$ cat config.mk
export PLATFORM = sky130hd
export DESIGN_NAME = mod_counter_prog
export DESIGN_NICKNAME = d
export VERILOG_FILES = /design/src/rtl/mod_counter_prog.sv
export SDC_FILE = /design/constraint.sdc
export NUM_CORES = 1
export LEC_CHECK = 0
export ABC_AREA = 0
export BUFFER_PORTS_ARGS = -buffer_cell sky130_fd_sc_hd__buf_2
export CAP_MARGIN = 20
export CORE_ASPECT_RATIO = 1.5
export CORE_MARGIN = 3
export CORE_UTILIZATION = 35
export CTS_BUF_LIST = sky130_fd_sc_hd__clkbuf_16
export CTS_CLUSTER_DIAMETER = 200
export DETAILED_ROUTE_END_ITERATION = 6
export PLACE_DENSITY = 0.53
export RECOVER_POWER = 100
export SYNTH_ARGS = -nofsm -noshare
export SYNTH_HDL_FRONTEND = slang
export SYNTH_SLANG_ARGS = --single-unit
$ cat constraint.sdc
create_clock -name clk -period 3.4 [get_ports clk]
set_clock_uncertainty 0.1 [all_clocks]
set_input_delay 0.17 -clock clk [delete_from_list [all_inputs] [get_ports clk]]
set_output_delay 0.17 -clock clk [all_outputs]
set_load 0.005 [all_outputs]
$ cat src/rtl/mod_counter_prog.sv
// mod_counter_prog
// Runtime-programmable modulo counter for the lab board LED bank.
// Counts up or down through 0..M-1, where M = mod_val (mod_val = 0 selects
// M = 2^WIDTH). Supports synchronous load, count enable, a terminal-count
// pulse and a divided output in duty (~50%) or toggle mode.
//
// Ports
//   clk       in   rising-edge clock
//   reset     in   asynchronous, active-low; clears count, tc, div_out
//   en        in   count enable
//   up        in   1 = count up, 0 = count down
//   load      in   synchronous load, priority over en
//   load_val  in   value to load (clamped to M-1)
//   mod_val   in   modulus, 0 means 2^WIDTH
//   mode      in   div_out mode: 0 = duty, 1 = toggle
//   count     out  current count (registered)
//   tc        out  one-cycle pulse on each wrap (registered)
//   div_out   out  divided output (registered)
module mod_counter_prog #(
  parameter int WIDTH = 4
) (
  input  logic             clk,
  input  logic             reset,
  input  logic             en,
  input  logic             up,
  input  logic             load,
  input  logic [WIDTH-1:0] load_val,
  input  logic [WIDTH-1:0] mod_val,
  input  logic             mode,
  output logic [WIDTH-1:0] count,
  output logic             tc,
  output logic             div_out
);

  logic [WIDTH-1:0] m_max;     // M-1, the top of the legal range
  logic [WIDTH-1:0] m_half;    // M>>1, duty-mode threshold
  logic [WIDTH-1:0] count_nxt;
  logic             wrap;
  logic             div_nxt;

  // mod_val = 0 stands for 2^WIDTH, which does not fit in WIDTH bits, so
  // M-1 and M>>1 are formed directly instead of from a widened M.
  always_comb begin
    if (mod_val == '0) begin
      m_max  = '1;
      m_half = {1'b1, {(WIDTH-1){1'b0}}};
    end else begin
      m_max  = mod_val - WIDTH'(1);
      m_half = mod_val >> 1;
    end
  end

  always_comb begin
    count_nxt = count;
    wrap      = 1'b0;
    div_nxt   = div_out;

    if (load) begin
      count_nxt = (load_val > m_max) ? m_max : load_val;
      div_nxt   = mode ? div_out : (count_nxt < m_half);
    end else if (en) begin
      if (up) begin
        // ">=" also pulls an out-of-range count (after mod_val shrank) back to 0.
        if (count >= m_max) begin
          count_nxt = '0;
          wrap      = 1'b1;
        end else begin
          count_nxt = count + WIDTH'(1);
        end
      end else begin
        if (count == '0) begin
          count_nxt = m_max;
          wrap      = 1'b1;
        end else if (count > m_max) begin
          // Out of range after a shrink: re-enter at the top, not a wrap.
          count_nxt = m_max;
        end else begin
          count_nxt = count - WIDTH'(1);
        end
      end
      div_nxt = mode ? (div_out ^ wrap) : (count_nxt < m_half);
    end
  end

  always_ff @(posedge clk or negedge reset) begin
    if (!reset) begin
      count   <= '0;
      tc      <= 1'b0;
      div_out <= 1'b0;
    end else begin
      count   <= count_nxt;
      tc      <= wrap;
      div_out <= div_nxt;
    end
  end

endmodule

; ---- Word-level counts from Yosys, hierarchy flattened
; Cells that the tools add are included.
[classes]
reduce_logical = 4
mux = 22
n_lt_le_gt_ge = 5
n_eq_ne = 1
n_bitwise = 1
add_sub_neg = 3
[op_table]
columns = operator, count
row1 = 2-to-1 mux 4 bit, 11
row2 = 2-to-1 mux 1 bit, 11
row3 = > comparator 4 bit, 2
row4 = zero test 4 bit, 2
row5 = < comparator 4 bit, 2
row6 = subtractor 4 x 1 -> 4 bit (second input constant), 2
row7 = adder 4 x 1 -> 4 bit (second input constant), 1
row8 = greater-or-equal comparator 4 bit, 1
row9 = != test 2 bit (second input constant), 1
row10 = AND reduction 2 bit, 1
row11 = nonzero test 2 bit, 1
row12 = XOR 1 bit, 1
[totals]
elab_cells = 39
ff_bits = 6
in_bits = 14
output_inout_bits = 6

; ---- Logic depth before layout (Yosys ltp)
[depth]
word_depth = 12
mapped_depth = 19
ltp_nobuf = 19

; ---- Worst setup path before layout
; Ideal clock, no wire load.
[synth_timing]
kind = input port to flip-flop
from = input port mod_val[0]
to = register div_out
arrival_ns = 3.014
required_time_ns = 3.229
slack_ns = 0.215
path_stages = 14
setup_ns = 0.071
path_buffers = 0
cell_sequence = inv_1 > ha_1 > or3b_2 > nand2_1 > ha_1 > nand4_1 > o21ai_0 > a21oi_2 > mux2i_1 > ha_1 > a21o_1 > a2111o_1 > a41o_1 > nand4_1
[synth_between]
elab_chain_cells = 12
elab_cells_between_ends = 25
classes_between = add/sub: 1 / order compare: 5 / mux: 17 / bitwise: 1 / reduce/logical: 1
[synth_rtl]
columns = element, line_no
row1 = from (decl), 28  ; input logic [WIDTH-1:0] mod_val,
row2 = subtractor 4 x 1 -> 4 bit / zero test 4 bit (equally long branches), "48, 44"
row3 = 2-to-1 mux 4 bit, 44  ; if (mod_val == '0) begin
row4 = > comparator 4 bit, 74  ; end else if (count > m_max) begin
row5 = 2-to-1 mux 4 bit, 74
row6 = 2-to-1 mux 4 bit, 71  ; if (count == '0) begin
row7 = 2-to-1 mux 4 bit, 62  ; if (up) begin
row8 = 2-to-1 mux 4 bit, 61  ; end else if (en) begin
row9 = 2-to-1 mux 4 bit, 58  ; if (load) begin
row10 = < comparator 4 bit, 81  ; div_nxt = mode ? (div_out ^ wrap) : (count_nxt < m_half);
row11 = 2-to-1 mux 1 bit, 81
row12 = 2-to-1 mux 1 bit, 61
row13 = 2-to-1 mux 1 bit *, 58
row14 = to (signal assigned), 93  ; div_out <= div_nxt;
row15 = to (decl), 32  ; output logic div_out
; Every way passes the cells marked *; elsewhere a longest branch is shown, timed or not. The select of a mux whose other input is x is not followed.
; A chain may end at the register's enable or synchronous reset.

; ---- Worst setup path in the final report
; Ends and elaborated chain as after synthesis.

==> impl_metrics.ini <==
[outcome]
status = complete, no violations

[clock_network]
cts_buffers = 3
clk_pin_slew_ns = 0.03
cts_num_sinks = 6
cts_tree = done
htreeDepth = 1
clkLatencyLatePin_ns = 0.22
clock_path_buffers = 2
cts-root-buf = clkbuf_16

[synth]
async_flop_share_pct = 100.0
yosys.area.top_type = ha_1
synth_top_area_share_pct = 22.11
synth_cell_types = 42
ys_warn_count = 0
yosys-top-cells-area = ha_1, dfrtp_1, o21ai_0, inv_1, nor2_1
syn_area_um2 = 962.2
synth_ff_type = dfrtp_1
synth_edf_count = 0
syn_nets = 151
ys_seq_area_share_pct = 15.60
syn_inst = 120
syn_area_per_cell_um2 = 8.018
synth-seq-cells = 6

[floorplanning]
core-area_um2 = 2532
pin_count = 20
dieHeight_um = 70.22
fp.dieW_um = 48.81
die-area_um2 = 3427
start_util_pct = 37.99
rows = 22

[drt]
drtAntennaViolNets = 0
via_count = 1019
wl_per_cell_um = 13.89
firstDrtPassIters = 4
vias_per_cell = 5.478
dr.first_iter.drc_count = 29
drcViolationCount = 0
routed_wl_um = 2584

[global_routing]
grt_remaining_overflow = 0
grt_pass1_vias = 1008
grt_pass1_wl_um = 4388
antenna_found_initial = 0
grt_max_degree = 11
track_usage_pct = 15.58

[power_and_ir_drop]
cellLeakagePower_nw = 0.6228
power_density_nw_per_um2 = 495.5
peakVddDrop_uv = 459.3
p_total_mw = 0.6286

[worst_setup_path]
crit_required_ns = 3.45
worstSetupEndpointType = flop
slowest_delay_ns = 0.39
cp_data_arrival_time_ns = 3.24
path_max_fanout = 4
cp_slowest_cell = a2111o_1
start_kind = input pin
crit_type = in2reg
path_cells = buf_2 > inv_2 > ha_2 > o21bai_1 > a21oi_1 > a41oi_2 > inv_2 > ha_1 > nand4_1 > o21ai_0 > a21oi_2 > mux2i_2 > ha_1 > a21o_1 > a2111o_1 > a41o_1 > nand4_1
r2r_slack_ns = 0.49

[timing]
fin_setup_tns_ns = 0
min_period_over_period_pct = 93.70
drv_slew = 0
slew_headroom_pct = 70.69
timing.final.ws_setup_ns = 0.2142
post-route-min-period_ns = 3.186
hold_viol_final = 0
worstMarginPinSlew_ns = 0.4364
setup_viol = 0
fmax_mhz = 313.9

[place]
dp_slack_ns = -0.1614
port_buffers = 19
dpl.hpwl_um = 2137
gp_congestion = 0.7872

[layout]
antenna_cells = 0
fillers = 256
final_nets = 183
final_common_cell = buf_2
utilization_pct = 50.10
regArea_um2 = 150.1
areaGrowthSynthToFinish_pct = 31.86
layout_common_cells = buf_2, ha_1, nor2_1
multi_input_area_um2 = 794.5
drive_gt1_share_pct = 28.67

[run]
max-cap-violations = 0

[hold_path]
hold_class = in2reg
-- synth_stat cells, drive strengths merged, types with 2 or more instances --
cell type / number
nor3b: 2
xnor2: 3
a21o: 3
o21ai: 10
nand3: 3
nand2: 9
a21oi: 4
xor2: 2
ha: 17
nand4: 4
nor3: 5
mux2i: 3
nor2: 10
dfrtp: 6
nor2b: 3
inv: 10
mux2: 2
o211ai: 2
a31oi: 2
clkbuf: 2
-- path summary, 6_finish.rpt --
kind | startpoint | endpoint | depth (start not counted)
max | mod_val[0] | div_out | 17
min | mode | div_out | 3
max reg2reg | count[1] | div_out | 12
min reg2reg | div_out | div_out | 2
max in group asynchronous | reset | count[1] | 2
min in group asynchronous | reset | div_out | 2
-- flip-flops by register name, indices dropped and copies added (netlist names) --
| signal | count |
|---|---|
| count | 4 |
| div_out | 1 |
| tc | 1 |
-- per-layer routing --
| layer | GRT usage [%] | vias up | wire [µm] |
|---|---|---|---|
| met4 | 3.797 | 0 | 0 |
| met5 | 0 | - | 0 |
| met2 | 29.95 | 28 | 1423 |
| met1 | 18.50 | 485 | 1070 |
| met3 | 0.4264 | 0 | 90 |
| li1 | - | 506 | - |
-- critical path, delay by kind of cell --
kind                     cells  cell delay [ns]
AO/OA/AOI/OAI                8             1.58
adder cells (fa/ha/maj)      3             0.76
buffers and inverters        3             0.30
multiplexers                 1             0.29
AND/OR/NAND/NOR              2             0.15
-- metrics by stage --
stage,instances,hold slack [ns],area (µm²)
finish,186,0.1899,1269
global route,186,0.2454,1269
CTS,182,0.1913,1217
detailed placement,178,-0.1041,1132
global placement,178,-0.1072,1132
floorplan,120,-0.2256,962.2
-- power by group --
group	switching (mW)	total (mW)	leakage [nW]	internal (mW)
Clock	0.0370	0.188	0.0370	0.151
Combinational	0.164	0.323	0.513	0.159
Sequential	0.0299	0.118	0.0732	0.0877
Total	0.231	0.629	0.623	0.397
-- timing repair --
item                                    4_1_cts  5_1_grt
endpoints found under the setup margin        0        1
gates resized for setup                       0       11
buffers inserted                              0        4
hold buffers                                  1        0
endpoints found under the hold margin         6        0
-- final cells by class --
type                    count  area share (%)
clock buffers               3           5.917
inverters                  10           2.959
multi-input cells         102           62.62
flip-flops and latches      6           11.83
well taps                  36           3.550
repair buffers             29           13.12
-- cells by family after synthesis --
group           share of synthesized area (%)
flops                                   15.60
fa+ha+maj                               22.11
compound gates                          24.06
xor+xnor                                4.552
mux                                     5.851
simple gates                            23.15
buf+inv                                 4.682
Note: power is estimated with default switching activity, not from simulation.
